## config.mk

```make
export PLATFORM = sky130hd
export DESIGN_NAME = line_buffer_scheduler
export DESIGN_NICKNAME = d
export VERILOG_FILES = /design/src/rtl/line_buffer_scheduler_pkg.sv /design/src/rtl/line_buffer_scheduler_fill_counter.sv /design/src/rtl/line_buffer_scheduler.sv
export SDC_FILE = /design/constraint.sdc
export NUM_CORES = 1
export LEC_CHECK = 0
export CORE_UTILIZATION = 31
export DETAILED_ROUTE_END_ITERATION = 10
export HOLD_SLACK_MARGIN = 0.06
export PLACE_DENSITY_LB_ADDON = 0.08
export SLEW_MARGIN = 20
export SYNTH_ARGS = -nofsm -noshare
export SYNTH_HDL_FRONTEND = slang
export SYNTH_SLANG_ARGS = --single-unit
```

## constraint.sdc

```tcl
create_clock -name clk -period 6.3 [get_ports clk]
set_clock_uncertainty 0.05 [all_clocks]
set_input_delay 1.575 -clock clk [delete_from_list [all_inputs] [get_ports clk]]
set_output_delay 1.575 -clock clk [all_outputs]
set_load 0.005 [all_outputs]
```

## src/rtl/line_buffer_scheduler_pkg.sv

```systemverilog
// Shared definitions for the line buffer scheduler: default geometry,
// a constant log2 helper, FSM state encoding and a saturating counter helper.
package line_buffer_scheduler_pkg;

  localparam int WIDTH_DEF      = 640;
  localparam int HEIGHT_DEF     = 480;
  localparam int PIXEL_SIZE_DEF = 8;

  // Ceiling log2, usable in parameter expressions.
  function automatic int clog2(input int value);
    int result;
    int v;
    result = 0;
    v = value - 1;
    while (v > 0) begin
      result = result + 1;
      v = v >> 1;
    end
    return result;
  endfunction

  typedef enum logic [1:0] {
    ST_IDLE = 2'd0,
    ST_FILL = 2'd1,
    ST_FULL = 2'd2
  } lb_state_e;

  // 16-bit increment that sticks at all-ones.
  function automatic logic [15:0] sat_inc16(input logic [15:0] value);
    logic [15:0] result;
    if (value == 16'hFFFF) begin
      result = value;
    end else begin
      result = value + 16'd1;
    end
    return result;
  endfunction

endpackage

```

## src/rtl/line_buffer_scheduler_fill_counter.sv

```systemverilog
// Pixel write-address counter for the back bank: clear, increment with
// wrap after the last pixel, and a terminal-count flag at WIDTH-1.
module line_fill_counter
  import line_buffer_scheduler_pkg::*;
#(
  parameter int WIDTH = WIDTH_DEF,
  parameter int AW    = clog2(WIDTH)
) (
  input  logic          clk,
  input  logic          reset,
  input  logic          clear,
  input  logic          inc,
  output logic [AW-1:0] count,
  output logic          at_last
);

  assign at_last = (count == AW'(WIDTH - 1));

  // Address register: clear wins over increment, wraps to 0 after the last pixel.
  always_ff @(posedge clk) begin
    if (reset) begin
      count <= '0;
    end else if (clear) begin
      count <= '0;
    end else if (inc) begin
      if (at_last) begin
        count <= '0;
      end else begin
        count <= count + AW'(1);
      end
    end else begin
      count <= count;
    end
  end

endmodule

```

## src/rtl/line_buffer_scheduler.sv

```systemverilog
// Double line buffer scheduler: grants renderer writes into the back bank,
// swaps banks on line_start when the back line is complete and flags
// underruns when the renderer has not finished the line in time.
module line_buffer_scheduler
  import line_buffer_scheduler_pkg::*;
#(
  parameter int WIDTH      = WIDTH_DEF,
  parameter int HEIGHT     = HEIGHT_DEF,
  parameter int PIXEL_SIZE = PIXEL_SIZE_DEF,
  parameter int AW         = clog2(WIDTH),
  parameter int LW         = clog2(HEIGHT) + 1
) (
  input  logic                  clk,
  input  logic                  reset,
  input  logic                  frame_start,
  input  logic                  line_start,
  input  logic                  req,
  input  logic [PIXEL_SIZE-1:0] req_data,
  output logic                  gnt,
  output logic                  wr_en,
  output logic [AW-1:0]         wr_addr,
  output logic [PIXEL_SIZE-1:0] wr_data,
  output logic                  wr_bank,
  output logic                  rd_bank,
  output logic [LW-1:0]         fill_line,
  output logic [LW-1:0]         disp_line,
  output logic                  underrun,
  output logic [15:0]           underrun_cnt
);

  lb_state_e     state;
  logic          at_last;
  logic          clear;
  logic          final_write;
  logic [LW-1:0] next_fill;
  logic [LW-1:0] skip_disp;
  logic [LW-1:0] skip_fill;

  // Grant: only while filling; line/frame events block it except the
  // last pixel landing together with line_start, which completes the line.
  always_comb begin
    gnt = 1'b0;
    if (!reset && (state == ST_FILL) && !frame_start) begin
      if (line_start) begin
        gnt = req & at_last;
      end else begin
        gnt = req;
      end
    end else begin
      gnt = 1'b0;
    end
  end

  assign wr_en       = req & gnt;
  assign wr_data     = req_data;
  assign wr_bank     = ~rd_bank;
  assign final_write = wr_en & at_last;
  assign clear       = frame_start | (line_start & (state != ST_IDLE));
  assign next_fill   = fill_line + LW'(1);
  assign skip_disp   = disp_line + LW'(1);
  assign skip_fill   = disp_line + LW'(2);

  line_fill_counter #(
    .WIDTH (WIDTH),
    .AW    (AW)
  ) u_fill_counter (
    .clk     (clk),
    .reset   (reset),
    .clear   (clear),
    .inc     (wr_en),
    .count   (wr_addr),
    .at_last (at_last)
  );

  // Scheduler FSM with bank toggle, line counters and underrun tracking.
  always_ff @(posedge clk) begin
    if (reset) begin
      state        <= ST_IDLE;
      rd_bank      <= 1'b0;
      fill_line    <= '0;
      disp_line    <= '0;
      underrun     <= 1'b0;
      underrun_cnt <= 16'd0;
    end else begin
      underrun <= 1'b0;
      if (frame_start) begin
        state     <= ST_FILL;
        fill_line <= '0;
      end else begin
        case (state)
          ST_IDLE: begin
            state <= ST_IDLE;
          end
          ST_FILL: begin
            if (line_start) begin
              if (final_write) begin
                rd_bank   <= ~rd_bank;
                disp_line <= fill_line;
                fill_line <= next_fill;
                state     <= (next_fill >= LW'(HEIGHT)) ? ST_IDLE : ST_FILL;
              end else begin
                // Stale line stays on screen; renderer skips ahead past it.
                underrun     <= 1'b1;
                underrun_cnt <= sat_inc16(underrun_cnt);
                disp_line    <= skip_disp;
                fill_line    <= skip_fill;
                state        <= (skip_fill >= LW'(HEIGHT)) ? ST_IDLE : ST_FILL;
              end
            end else if (final_write) begin
              state <= ST_FULL;
            end else begin
              state <= ST_FILL;
            end
          end
          ST_FULL: begin
            if (line_start) begin
              rd_bank   <= ~rd_bank;
              disp_line <= fill_line;
              fill_line <= next_fill;
              state     <= (next_fill >= LW'(HEIGHT)) ? ST_IDLE : ST_FILL;
            end else begin
              state <= ST_FULL;
            end
          end
          default: begin
            state <= ST_IDLE;
          end
        endcase
      end
    end
  end

endmodule

```

# After elaboration in Yosys (flattened, before gate mapping)
# Cells that the tools add are included.
# W data, S select, Z words.
dict set report totals {
  inputBits 13
  regBits 50
}
dict set report op_classes {
  order_cmp 2
  muxes 24
  eq_ne 7
  reduce_logical 13
  n_addsub 5
  bitwise 11
}
# cell count
set op_table {}
lappend op_table {{$mux W10} 7}
lappend op_table {{$pmux W10 S2} 2}
lappend op_table {{$add A10 B1 Y10 const B} 3}
lappend op_table {{$ge A10 B9 Y1 const B} 2}
lappend op_table {{$add A16 B1 Y16 const B} 1}
lappend op_table {{$eq A16 B16 Y1 const B} 1}
lappend op_table {{$add A10 B2 Y10 const B} 1}
lappend op_table {{$eq A10 B10 Y1 const B} 1}
lappend op_table {{$mux W1} 10}
lappend op_table {{$reduce_and A5 Y1} 2}
lappend op_table {{$mux W2} 3}
lappend op_table {{$ne A2 B2 Y1 const B} 3}
lappend op_table {{$not A1 Y1} 6}
lappend op_table {{$and A1 B1 Y1} 4}
lappend op_table {{$pmux W2 S2} 1}
lappend op_table {{$reduce_and A4 Y1} 1}
lappend op_table {{$reduce_bool A2 Y1} 2}
lappend op_table {{$reduce_or A2 Y1} 2}
lappend op_table {{$reduce_or A4 Y1} 1}
lappend op_table {{$reduce_and A3 Y1} 1}
lappend op_table {{$eq A2 B1 Y1 const B} 1}
lappend op_table {{$eq A2 B2 Y1 const B} 1}
lappend op_table {{$logic_and A1 B1 Y1} 2}
lappend op_table {{$logic_not A1 Y1} 2}
lappend op_table {{other kinds (2)} 2}

# Logic depth before layout (Yosys ltp)
dict set report logic_depth {
  ltp_word 10
  depth_mapped 12
  ltp_nobuf 8
}

# Cells and area by module
# From an unflattened synthesis, not the netlist that was laid out.
dict set report hier_totals {
  hier_cells 371
  hier_area_um2 2961.6
}
# mod seq_area_each_um2 cells_per_inst area_each_um2 instances
set modules_own_cells {}
lappend modules_own_cells {line_buffer_scheduler 800.8 317 2484.9 1}
lappend modules_own_cells {line_fill_counter 200.2 54 476.7 1}

# Worst setup path after synthesis
# Ideal clock, no wire load.
dict set report synth_timing {
  kind {input to output}
  startpoint {input frame_start}
  endpoint {output wr_en}
  arrival_ns 2.081
  t_required_ns 4.675
  stages 3
  path_slack_ns 2.594
  path_cell_list {nand4bb_1 > buf_4 > a21oi_2}
}
dict set report synth_via {
  elab_chain_cells 4
}
# element line_no
set synth_lines {}
lappend synth_lines {{from (decl)} line_buffer_scheduler.sv:15} ;# input logic frame_start,
lappend synth_lines {{$logic_not A1 Y1} line_buffer_scheduler.sv:43} ;# if (!reset && (state == ST_FILL) && !frame_start) begin
lappend synth_lines {{$logic_and A1 B1 Y1} line_buffer_scheduler.sv:43}
lappend synth_lines {{$mux W1} line_buffer_scheduler.sv:43}
lappend synth_lines {{$and A1 B1 Y1} line_buffer_scheduler.sv:54} ;# assign wr_en = req & gnt;
lappend synth_lines {{to (decl)} line_buffer_scheduler.sv:20} ;# output logic wr_en,
# Every way passes these cells.

# Worst setup path after layout
# Same ends and word-level chain as after synthesis.

==> impl_metrics.json <==
{
  "synth.yosys.seq_area_share_pct": 33.6,
  "first_iter_violations": 98,
  "dpl_worst_slack_ns": 1.24,
  "max_clock_freq_mhz": 198,
  "number_of_buffers_added_to_fix_hold_violations_after_cts": 0,
  "yosysWarningCount": 0,
  "grt_remaining_overflow": 0,
  "cts_post_setup_buffers_inserted": 0,
  "dr.pass1.iters": 4,
  "areaGrowthSynthToFinish_pct": 23.2,
  "critPathLaunchType": "input port",
  "core-area_mm2": 0.00928,
  "timing_worst_slew_pin_value_ns": 0.943,
  "detailed_place_hpwl_um": 5720,
  "reg2reg_depth": 7,
  "total_of_cells_resized_after_clock_tree_synthesis": 0,
  "yosys.cell_types.count": 54,
  "timing.critical_path.required_ns": 4.68,
  "register_area_mm2": 0.00100,
  "cp-end-kind": "output port",
  "timing.critical_path.buf_inv": 2,
  "timing.hold.worst.class": "flop to flop",
  "post_synth_mux_area_share_pct": 0,
  "cts_tree": "yes",
  "cts_max_path_buffers": 2,
  "power.static_leakage_uw": 0.00120,
  "floorplan.die.height_um": 100,
  "timing.reg2reg.setup_slack_ns": 3.51,
  "cp_slowest_stage_delay_ns": 0.55,
  "synth_top_cells_by_area": "sky130_fd_sc_hd__dfxtp_1 (34%), sky130_fd_sc_hd__nor2_1 (6.8%), sky130_fd_sc_hd__xnor2_1 (5.3%), sky130_fd_sc_hd__a21oi_1 (4.7%), sky130_fd_sc_hd__ha_1 (4.2%)",
  "root_buffer_cell": "sky130_fd_sc_hd__clkbuf_8",
  "setup-tns-final_ns": 0,
  "synth.ff_latch_count": 50,
  "starting_utilization_of_the_core_area_pct": 32.1,
  "aggregate_routed_wire_length_um": 8030,
  "final.hold.worst_slack_ns": 0.490,
  "clk_transition_reported_paths_ns": 0.10,
  "power_report.internal_total_uw": 452,
  "seq_power_share_pct": 54.0,
  "max_transition_margin_pct": 37.1,
  "critical_path.top_delay_family": "buffers and inverters",
  "synth-simple-area-share_pct": 29.0,
  "port_buffers": 55,
  "synthesis.nets": 398,
  "critPathSlowestCell": "sky130_fd_sc_hd__clkdlybuf4s50_1",
  "vias_per_cell": 5.09,
  "final_layout_size_suffix_gt1_share_pct": 5.33,
  "multiInputGateArea_mm2": 0.00179,
  "clock_power_share_pct": 40.0,
  "detailed_route_wire_length_per_cell_um": 14.8,
  "setup_viol": 0,
  "final_period_minus_worst_setup_slack_ns": 5.05,
  "std_cell_rows": 35,
  "post_synth_instance_area_mm2": 0.00298,
  "mostFrequentLayoutCell": "sky130_fd_sc_hd__clkdlybuf4s50_1",
  "rsz0062_at_grt": "false",
  "p_switching_uw": 145,
  "final_nets": 435,
  "worstSetupStartpoint": "frame_start",
  "synth-compound-area-share_pct": 16.9,
  "timing.rr.end": "fill_line[7]",
  "final_antenna_net_count": 0,
  "crit-reg2reg-launch": "state[1]",
  "main_combinational_cell_family_by_area_after_synthesis": "simple AND/OR/NAND/NOR gates",
  "filler_cell_count_in_the_final_layout": 999,
  "grt_antenna_before_repair": 0,
  "htree_levels": 2,
  "power_frac_comb_pct": 6.0,
  "cap_viol_max_count": 0,
  "path_cells": "clkdlybuf4s50_1 -> nand4bb_1 -> a21oi_2 -> clkdlybuf4s50_1",
  "post-synth-top-area-cell": "sky130_fd_sc_hd__dfxtp_1",
  "ir_worst_vdd_uv": 70.3,
  "min_period_over_period_pct": 80.1,
  "synth_cells": 375,
  "status": "completed",
  "power_density_over_the_cells_mw_per_mm2": 162,
  "drv_slew": 0,
  "avg_cell_area_syn_um2": 7.95,
  "critical_path.endpoint": "wr_en",
  "yosys_most_used_dff": "sky130_fd_sc_hd__dfxtp_1",
  "most-common-layout-cells": "sky130_fd_sc_hd__clkdlybuf4s50_1 (55), sky130_fd_sc_hd__nor2_1 (54), sky130_fd_sc_hd__dfxtp_1 (50)",
  "critical_path.max_fanout": 8,
  "synth_xor_xnor_area_share_pct": 9.40,
  "clock_latency_ns": 0.31,
  "drc": 0,
  "path_common_cell": "sky130_fd_sc_hd__clkdlybuf4s50_1",
  "number_of_enable_flip_flop_cells_after_synthesis": 0,
  "adder_cell_share_of_the_synthesized_area_pct": 4.19,
  "dr_total_vias": 2759,
  "worst_slack_ns": 1.25,
  "finalHoldViolCount": 0,
  "design.die.area_mm2": 0.0100,
  "crit_arrival_ns": 3.42,
  "fp.dieW_um": 100,
  "first_global_vias": 2591,
  "global_route.usage.total_pct": 16.4,
  "sw_frac_of_total_pct": 24.2,
  "grt_first_pass_wirelength_um": 13200,
  "total_power_uw": 597,
  "proportion_of_synthesized_flip_flops_having_asynchronous_set_or_reset_pct": 0,
  "synth.top_cell.area_share_pct": 33.6,
  "ios": 72,
  "num_clock_sinks": 50,
  "gpl.final_weighted_congestion": 0.787,
  "grt_max_degree": 33,
  "num_antenna_cells": 0,
  "worstSetupPathDepth": 4,
  "numCtsBuffers": 5,
  "path_class": "input port to output port"
}
## worst min path at each step
| stage | from | endpoint | slack (ns) | cells past startpoint |
|---|---|---|---|---|
| 3_3_place_gp | underrun_cnt[5] | underrun_cnt[5] | 0.48 | 2 |
| 5_1_grt | u_fill_counter.count[1] | u_fill_counter.count[1] | 0.52 | 2 |
| 2_1_floorplan | u_fill_counter.count[1] | u_fill_counter.count[1] | 0.45 | 2 |
| 6_report | u_fill_counter.count[1] | u_fill_counter.count[1] | 0.49 | 2 |
| 4_1_cts | u_fill_counter.count[1] | u_fill_counter.count[1] | 0.50 | 2 |
| 3_5_place_dp | underrun_cnt[5] | underrun_cnt[5] | 0.48 | 2 |
## cell families after synthesis
| kind of cell | after synthesis |
|---|---|
| AOI/OAI and AO/OA | 82 |
| and+or+nand+nor | 164 |
| adders and majority gates | 10 |
| xor gates and xnor gates | 32 |
| DFF | 50 |
| buffers and inverters | 37 |
## per-stage QoR
step                cell area, um^2  util (%)  instances
finish                         3670      39.6        542
global route                   3670      39.6        542
CTS                            3670      39.5        542
detailed placement             3560      38.3        534
global placement               3560      38.3        534
floorplan                      2980         -        375
## registers in the layout (all words and copies together) (netlist names)
| name | flops |
|---|---|
| fill_line | 10 |
| underrun | 1 |
| disp_line | 10 |
| state | 2 |
| underrun_cnt | 16 |
| u_fill_counter.count | 10 |
| rd_bank | 1 |
## final cells by class
cell class                      count  share of cell area (%)
Timing Repair Buffer               58                    15.6
Sequential cell                    50                    27.2
Tap cell                          129                    4.39
Clock inverter                      3                    1.19
Inverter                            9                   0.919
Multi-Input combinational cell    288                    48.8
Clock buffer                        5                    1.87
## cells in the mapped netlist, drive strengths merged (4+ instances only)
cell type	instances
buf	20
xor2	14
xnor2	18
or3	4
o22ai	5
and2	5
and4	4
inv	9
nand3b	6
nor4b	4
nor2	54
nand3	19
dfxtp	50
clkbuf	8
nor4	5
nand4	9
ha	10
o21ai	23
a31oi	4
nand2	29
a21oi	29
nor3	7
## layer usage
metal | routed length [um] | part of all wire (%) | vias up | global-route usage, %
met3 | 357 | 4.4 | 6 | 2.65
met4 | 71 | 0.88 | 0 | 4.01
met1 | 4160 | 52 | 1301 | 23.8
met2 | 3440 | 43 | 66 | 25.4
met5 | 0 | 0 | - | 0
li1 | - | - | 1386 | -
## power groups by stage
| stage | combinational (uW) | sequential [uW] | clock (uW) |
|---|---|---|---|
| finish | 36.0 | 322 | 239 |
| global route | 39.9 | 323 | 257 |
| CTS | 36.6 | 322 | 248 |
| detailed placement | 36.2 | 330 | 0 |
| global placement | 36.2 | 329 | 0 |
| floorplan | 26.7 | 328 | 0 |
## worst register-to-register path, stage by stage, from the launching register on
cell	delay, ns
sky130_fd_sc_hd__dfxtp_1	0.33
sky130_fd_sc_hd__inv_1	0.08
sky130_fd_sc_hd__ha_1	0.31
sky130_fd_sc_hd__nand4bb_1	0.40
sky130_fd_sc_hd__o41a_1	0.87
sky130_fd_sc_hd__nor4b_1	0.39
sky130_fd_sc_hd__o21ai_0	0.14
sky130_fd_sc_hd__a21oi_1	0.17
Power figures use the tool's default switching activity.
